## src/rtl/i2s_pkg.sv

```systemverilog
// i2s_pkg: constants and helpers shared by the I2S/TDM receive master and its frame generator.
package i2s_pkg;
    typedef enum logic {I2S_WS = 1'b0, TDM_FSYNC = 1'b1} ws_mode_e;
    localparam int DLY_I2S = 1;
    localparam int DLY_LJ = 0;
    function automatic int ctr_width(input int num_ch, input int slot_width);
        return $clog2(num_ch * slot_width);
    endfunction
    function automatic ws_mode_e ws_mode(input int num_ch);
        return num_ch == 2 ? I2S_WS : TDM_FSYNC;
    endfunction
endpackage

```

## src/rtl/i2s_tdm_rx_if.sv

```systemverilog
// i2s_tdm_rx_if: received-word stream (data plus slot tag) with valid/ready handshake.
interface i2s_tdm_rx_if #(
    parameter int DATA_WIDTH = 16,
    parameter int NUM_CH = 2
);
    localparam int CH_W = $clog2(NUM_CH);
    logic [DATA_WIDTH-1:0] o_data;
    logic [CH_W-1:0] o_ch;
    logic o_vld;
    logic i_rdy;
    modport master(output o_data, o_ch, o_vld, input i_rdy);
    modport slave(input o_data, o_ch, o_vld, output i_rdy);
endinterface

```

## src/rtl/i2s_frame_gen.sv

```systemverilog
// i2s_frame_gen: frame counter, WS/frame-sync strobe and the delayed capture position (slot, bit).
module i2s_frame_gen
    import i2s_pkg::*;
#(
    parameter int SLOT_WIDTH = 16,
    parameter int NUM_CH = 2,
    parameter int DATA_DELAY = DLY_I2S,
    localparam int BW = $clog2(SLOT_WIDTH),
    localparam int CH_W = $clog2(NUM_CH)
) (
    input  logic i_sck,
    input  logic i_sys_rst_n,
    input  logic i_en,
    output logic act,
    output logic [BW-1:0] cap_bit,
    output logic [CH_W-1:0] cap_slot,
    output logic o_ws
);
    localparam int CW = ctr_width(NUM_CH, SLOT_WIDTH);
    localparam ws_mode_e MODE = ws_mode(NUM_CH);
    localparam logic [CW-1:0] P_LAST = CW'(NUM_CH * SLOT_WIDTH - 1);
    localparam logic [BW-1:0] BIT_LAST = BW'(SLOT_WIDTH - 1);
    localparam logic [CH_W-1:0] SLOT_LAST = CH_W'(NUM_CH - 1);
    // the capture position trails p by DATA_DELAY, so at p=0 it sits at F-DATA_DELAY
    localparam logic [BW-1:0] BIT_INIT = DATA_DELAY == DLY_LJ ? '0 : BIT_LAST;
    localparam logic [CH_W-1:0] SLOT_INIT = DATA_DELAY == DLY_LJ ? '0 : SLOT_LAST;
    logic run;
    logic [CW-1:0] p, p_nxt;
    logic [BW-1:0] bit_nxt;
    logic [CH_W-1:0] slot_nxt;
    assign act = i_en & run;
    always_comb begin
        p_nxt = !act ? '0 : (p == P_LAST ? '0 : p + 1'b1);
        bit_nxt = !act ? BIT_INIT : (cap_bit == BIT_LAST ? '0 : cap_bit + 1'b1);
        slot_nxt = !act ? SLOT_INIT :
                   (cap_bit != BIT_LAST ? cap_slot : (cap_slot == SLOT_LAST ? '0 : cap_slot + 1'b1));
    end
    always_ff @(posedge i_sck or negedge i_sys_rst_n) begin
        if (!i_sys_rst_n) begin
            run <= 1'b0;
            p <= '0;
            cap_bit <= BIT_INIT;
            cap_slot <= SLOT_INIT;
            o_ws <= 1'b0;
        end else begin
            run <= i_en;
            p <= p_nxt;
            cap_bit <= bit_nxt;
            cap_slot <= slot_nxt;
            o_ws <= i_en & (MODE == I2S_WS ? p_nxt >= CW'(SLOT_WIDTH) : p_nxt == '0);
        end
    end
endmodule

```

## src/rtl/i2s_tdm_rx.sv

```systemverilog
// i2s_tdm_rx: I2S/TDM receive master; deserialises each slot into a tagged valid/ready word stream.
// Define I2S_RX_OVR_CNT_EN to build the saturating 16-bit overrun counter on o_ovr_cnt.
module i2s_tdm_rx
    import i2s_pkg::*;
#(
    parameter int DATA_WIDTH = 16,
    parameter int SLOT_WIDTH = 16,
    parameter int NUM_CH = 2,
    parameter int DATA_DELAY = DLY_I2S
) (
    input  logic i_sck,
    input  logic i_sys_rst_n,
    input  logic i_en,
    input  logic i_sd,
    output logic o_ws,
    output logic o_overrun,
    output logic [15:0] o_ovr_cnt,
    i2s_tdm_rx_if.master bus
);
    localparam int BW = $clog2(SLOT_WIDTH);
    localparam int CH_W = $clog2(NUM_CH);
    logic act, cap, first, last, load, armed, ovr_nxt;
    logic [BW-1:0] cap_bit;
    logic [CH_W-1:0] cap_slot;
    logic [DATA_WIDTH-1:0] shift, word;
    i2s_frame_gen #(
        .SLOT_WIDTH(SLOT_WIDTH),
        .NUM_CH(NUM_CH),
        .DATA_DELAY(DATA_DELAY)
    ) u_frame (
        .i_sck(i_sck),
        .i_sys_rst_n(i_sys_rst_n),
        .i_en(i_en),
        .act(act),
        .cap_bit(cap_bit),
        .cap_slot(cap_slot),
        .o_ws(o_ws)
    );
    // armed gates the load so a slot whose MSB was not seen since (re)start never reaches the output
    always_comb begin
        cap = act & (int'(cap_bit) < DATA_WIDTH);
        first = cap & (cap_bit == '0);
        last = cap & (int'(cap_bit) == DATA_WIDTH - 1);
        load = last & armed;
        word = {shift[DATA_WIDTH-2:0], i_sd};
        ovr_nxt = load & bus.o_vld & !bus.i_rdy;
    end
    always_ff @(posedge i_sck or negedge i_sys_rst_n) begin
        if (!i_sys_rst_n) begin
            shift <= '0;
            armed <= 1'b0;
            o_overrun <= 1'b0;
            bus.o_vld <= 1'b0;
            bus.o_data <= '0;
            bus.o_ch <= '0;
        end else begin
            shift <= !i_en ? '0 : (cap ? word : shift);
            armed <= act & (armed | first);
            o_overrun <= ovr_nxt;
            bus.o_vld <= load | (bus.o_vld & !bus.i_rdy);
            bus.o_data <= load ? word : bus.o_data;
            bus.o_ch <= load ? cap_slot : bus.o_ch;
        end
    end
`ifdef I2S_RX_OVR_CNT_EN
    always_ff @(posedge i_sck or negedge i_sys_rst_n) begin
        if (!i_sys_rst_n)
            o_ovr_cnt <= '0;
        else if (ovr_nxt && o_ovr_cnt != 16'hFFFF)
            o_ovr_cnt <= o_ovr_cnt + 16'd1;
    end
`else
    assign o_ovr_cnt = '0;
`endif
endmodule

```

## src/flat_wrapper.sv

```systemverilog
// flat-port wrapper written by rule: the top's interface ports become plain ports
module i2s_tdm_rx_flat import i2s_pkg::*;
#(
    parameter int DATA_WIDTH = 16,
    parameter int SLOT_WIDTH = 16,
    parameter int NUM_CH = 2,
    parameter int DATA_DELAY = DLY_I2S
)
  (i_sck, i_sys_rst_n, i_en, i_sd, o_ws, o_overrun, o_ovr_cnt, bus_o_data, bus_o_ch, bus_o_vld, bus_i_rdy);
  i2s_tdm_rx_if #(.DATA_WIDTH(DATA_WIDTH), .NUM_CH(NUM_CH)) bus_i ();
  input  logic i_sck;
  input  logic i_sys_rst_n;
  input  logic i_en;
  input  logic i_sd;
  output logic o_ws;
  output logic o_overrun;
  output logic [15:0] o_ovr_cnt;
  output wire logic [$bits(bus_i.o_data)-1:0] bus_o_data;
  output wire logic [$bits(bus_i.o_ch)-1:0] bus_o_ch;
  output wire logic [$bits(bus_i.o_vld)-1:0] bus_o_vld;
  input wire logic [$bits(bus_i.i_rdy)-1:0] bus_i_rdy;
  assign bus_o_data = bus_i.o_data;
  assign bus_o_ch = bus_i.o_ch;
  assign bus_o_vld = bus_i.o_vld;
  assign bus_i.i_rdy = bus_i_rdy;
  i2s_tdm_rx #(.DATA_WIDTH(DATA_WIDTH), .SLOT_WIDTH(SLOT_WIDTH), .NUM_CH(NUM_CH), .DATA_DELAY(DATA_DELAY)) u_core (.i_sck(i_sck), .i_sys_rst_n(i_sys_rst_n), .i_en(i_en), .i_sd(i_sd), .o_ws(o_ws), .o_overrun(o_overrun), .o_ovr_cnt(o_ovr_cnt), .bus(bus_i));
endmodule
```

## config.mk

```make
export PLATFORM = sky130hd
export DESIGN_NAME = i2s_tdm_rx_flat
export DESIGN_NICKNAME = d
export VERILOG_FILES = /design/src/rtl/i2s_pkg.sv /design/src/rtl/i2s_tdm_rx_if.sv /design/src/rtl/i2s_frame_gen.sv /design/src/rtl/i2s_tdm_rx.sv /design/src/flat_wrapper.sv
export SDC_FILE = /design/constraint.sdc
export NUM_CORES = 1
export LEC_CHECK = 0
export CORE_MARGIN = 10
export CORE_UTILIZATION = 51
export CTS_CLUSTER_SIZE = 16
export DETAILED_ROUTE_END_ITERATION = 10
export PLACE_DENSITY_LB_ADDON = 0.1
export SYNTH_ARGS = -nofsm -noshare
export SYNTH_HDL_FRONTEND = slang
export SYNTH_HIERARCHICAL = 1
export SYNTH_SLANG_ARGS = --single-unit
```

## constraint.sdc

```tcl
create_clock -name i_sck -period 2.1 [get_ports i_sck]
set_input_delay 0.525 -clock i_sck [delete_from_list [all_inputs] [get_ports i_sck]]
set_output_delay 0.525 -clock i_sck [all_outputs]
set_load 0.02 [all_outputs]
```

==> impl_metrics.py <==
metrics = {
    "drt": {
        "wl_met3_um": 324,
        "drt-initial-drc-count": 66,
        "wl_met1_um": 1510,
        "first_pass_iters": 4,
        "drtAntennaViolNets": 0,
        "wl_met2_um": 1690,
        "dr.max_layer_used": "met4",
        "drc": 0,
        "vias": 1162,
        "wl_per_cell_um": 15.3,
        "wl_um": 3580,
        "routed_via_density": 4.97,
    },
    "critical_path": {
        "required_ps": 1570,
        "path_buf_inv": 1,
        "critPathTopFamily": "buffers and inverters",
        "cpPeakStageDelay_ps": 620,
        "rrSetupSlack_ps": 580,
        "cp.arrival_ps": 1300,
        "worst-setup-path-type": "reg -> out",
        "critPathSlowestCell": "clkdlybuf4s50_1",
        "path_max_fanout": 3,
        "endpoint_kind": "output pin",
        "crit_path_start_kind": "flip-flop",
        "path_cells": "clkdlybuf4s50_1",
        "r2r_cells": 4,
        "r2r-end": "u_core/bus.o_ch",
        "r2r-start": "u_core/u_frame/cap_bit[2]",
    },
    "pwr": {
        "clock_power_share_pct": 32.7,
        "leakage_uw": 0.00117,
        "power_frac_comb_pct": 7.4,
        "vdd_drop_max_v": 0.000463,
        "switching_power_uw": 366,
        "cellPowerDensity_nw_per_um2": 645,
        "power_frac_seq_pct": 59.9,
        "swShare_pct": 23.5,
        "intPower_uw": 1200,
    },
    "clocking": {
        "cts_made_buffers": 5,
        "worstSkewPairLatency_ps": 300,
        "postCtsSetupBuffers": 0,
        "cts_resized": 0,
        "clkSlewWorstSetupHoldPaths_ps": 80,
        "cts_root_buf": "clkbuf_8",
        "cts_tree": "built",
        "cts_sinks": 47,
        "clock_path_buffers": 2,
        "htreeDepth": 2,
        "hold_buffers": 0,
    },
    "logic_synthesis": {
        "yosysWarnings": 6,
        "yosysSeqAreaShare_pct": 57.1,
        "syn_inst": 150,
        "synth-edff-count": 0,
        "avgSynthCellArea_um2": 13.8,
        "async_flop_share_pct": 100,
        "synth_ff_type": "dfrtp_1",
        "syn_area_um2": 2070,
        "ys_ff_latch": 47,
        "synth.distinct_cells": 31,
    },
    "floorplanning": {
        "core_um2": 3970,
        "die_w_um": 83.7,
        "ios": 41,
        "dieArea_um2": 7010,
        "rows": 23,
        "initial_core_util_pct": 52.2,
        "die_h_um": 83.7,
    },
    "sta": {
        "tns_ps": 0,
        "hold_viol": 0,
        "finalMaxSlewViolations": 0,
        "grt_setup_unrepaired": "no",
        "slew_headroom_pct": 64.5,
        "fin_crit_ps": 1820,
        "setup_viol_count_final": 0,
        "fin_worst_skew_ps": 8.82,
        "fmax_ghz": 0.548,
        "worst_slew_pin_slew_ps": 533,
        "fin_crit_sh_pct": 86.9,
    },
    "place": {
        "place_hpwl_um": 2640,
        "io_buffers": 24,
        "place_area_um2": 2340,
        "gp_congestion": 0.676,
    },
    "job": {
        "cap_violations": 0,
    },
    "finish": {
        "antenna_cells": 0,
        "num-nets-final": 191,
        "final_cell_area_um2": 2420,
        "area_growth_pct": 16.9,
        "drive_gt1_share_pct": 21.7,
    },
    "hold_path": {
        "hold_class": "in -> async",
    },
    "global_routing": {
        "grt_max_degree": 26,
        "grtUsageTotal_pct": 10.7,
        "first_global_vias": 1211,
        "grt-ovfl-total": 0,
        "antenna_found_initial": 0,
        "grt_pass1_wl_um": 6180,
    },
    "run_status": {
        "outcome": "completed",
    },
}
routing by layer:
| layer | up-vias | track usage (%) |
|---|---|---|
| li1 | 544 | - |
| met1 | 578 | 12.7 |
| met2 | 34 | 15.9 |
| met3 | 6 | 5.66 |
| met4 | 0 | 4.11 |
| met5 | - | 0 |
cell type report:
class                      instances  area (um^2)
multi-input combinational         95          772
sequential                        47         1180
clock buffer                       7         76.3
fill                             327         1550
inverter                           3         11.3
timing repair buffer              31          313
clock inverter                     1         5.00
tap                               50         62.6
state kept, by name, indices dropped and copies added, names as in the netlist:
signal / flops
u_core/u_frame/o_ws: 1
u_core/armed: 1
u_core/u_frame/cap_bit: 4
u_core/u_frame/cap_slot: 1
u_core/bus.o_ch: 1
u_core/u_frame/run: 1
u_core/o_overrun: 1
u_core/u_frame/p: 5
u_core/bus.o_data: 16
u_core/bus.o_vld: 1
u_core/shift: 15
cells in the mapped netlist (all sizes together) (2+ instances only):
library cell | instances | share of area, %
dfrtp | 42 | 51
buf | 19 | 7.7
mux2 | 17 | 11
mux2i | 15 | 7.2
nor2b | 15 | 4.5
and3 | 5 | 1.8
dfstp | 5 | 6.3
nand2 | 4 | 1.1
ha | 3 | 1.8
inv | 3 | 0.54
nor3 | 3 | 0.72
xnor2 | 3 | 1.3
nand3 | 2 | 0.48
o21ai | 2 | 0.48
per-stage QoR:
stage               hold slack, ps  utilization [%]  cells  setup slack (ps)  total power, uW
global placement               448             58.9    226               106             1060
floorplan                      229                -    165               366             1050
detailed placement             464             58.9    226              67.6             1070
CTS                            210             61.0    234               249             1590
finish                         201             61.0    234               276             1560
global route                   238             61.0    234               207             1640
how the worst max path moves through the flow:
| stage | startpoint | end | slack (ps) | cells after the start |
|---|---|---|---|---|
| floorplan | i_en | u_core/bus.o_data[10] | 370 | 7 |
| global placement | i_en | u_core/bus.o_ch | 110 | 7 |
| detailed placement | i_en | u_core/bus.o_data[6] | 70 | 7 |
| CTS | u_core/bus.o_vld | bus_o_vld | 250 | 1 |
| global route | u_core/bus.o_vld | bus_o_vld | 210 | 1 |
| finish | u_core/bus.o_vld | bus_o_vld | 280 | 1 |
power groups by stage:
stage | logic [uW] | clock network, uW | registers, uW
floorplan | 99.4 | 0 | 949
global placement | 112 | 0 | 952
detailed placement | 117 | 0 | 953
CTS | 117 | 535 | 935
global route | 129 | 572 | 937
finish | 116 | 510 | 935
kinds of logic (layout without fill, tap and decap cells):
| logic type | Yosys count | count (layout) | synth area share (%) |
|---|---|---|---|
| and+or+nand+nor | 34 | 34 | 11.1 |
| xor gates and xnor gates | 4 | 4 | 1.69 |
| buffers and inverters | 23 | 42 | 8.39 |
| adders and majority gates | 3 | 3 | 1.81 |
| AOI/OAI and AO/OA | 6 | 6 | 1.81 |
| DFF | 47 | 47 | 57.1 |
| muxes | 32 | 32 | 17.9 |
| other | 1 | 16 | 0.181 |
layout by cell type (no fill, tap or decap):
cell	count
o21ai_0	2
xor2_1	1
clkdlybuf4s50_1	23
nor3b_1	1
nand2_1	3
a21oi_1	1
nand2b_1	1
nand2_4	1
o21a_1	1
buf_4	5
nor2b_1	15
nor3_1	3
xnor2_1	3
dfrtp_1	42
clkinv_2	1
ha_1	3
buf_12	2
nor2_8	1
clkbuf_8	5
dfstp_2	5
nor4_1	1
conb_1	16
and3_4	1
and3_1	4
buf_2	1
nand3_1	2
nand4_2	1
a21o_1	1
inv_1	3
clkbuf_1	2
mux2_4	8
mux2_2	9
o211ai_1	1
mux2i_1	15
(Power assumes the default switching activity.)
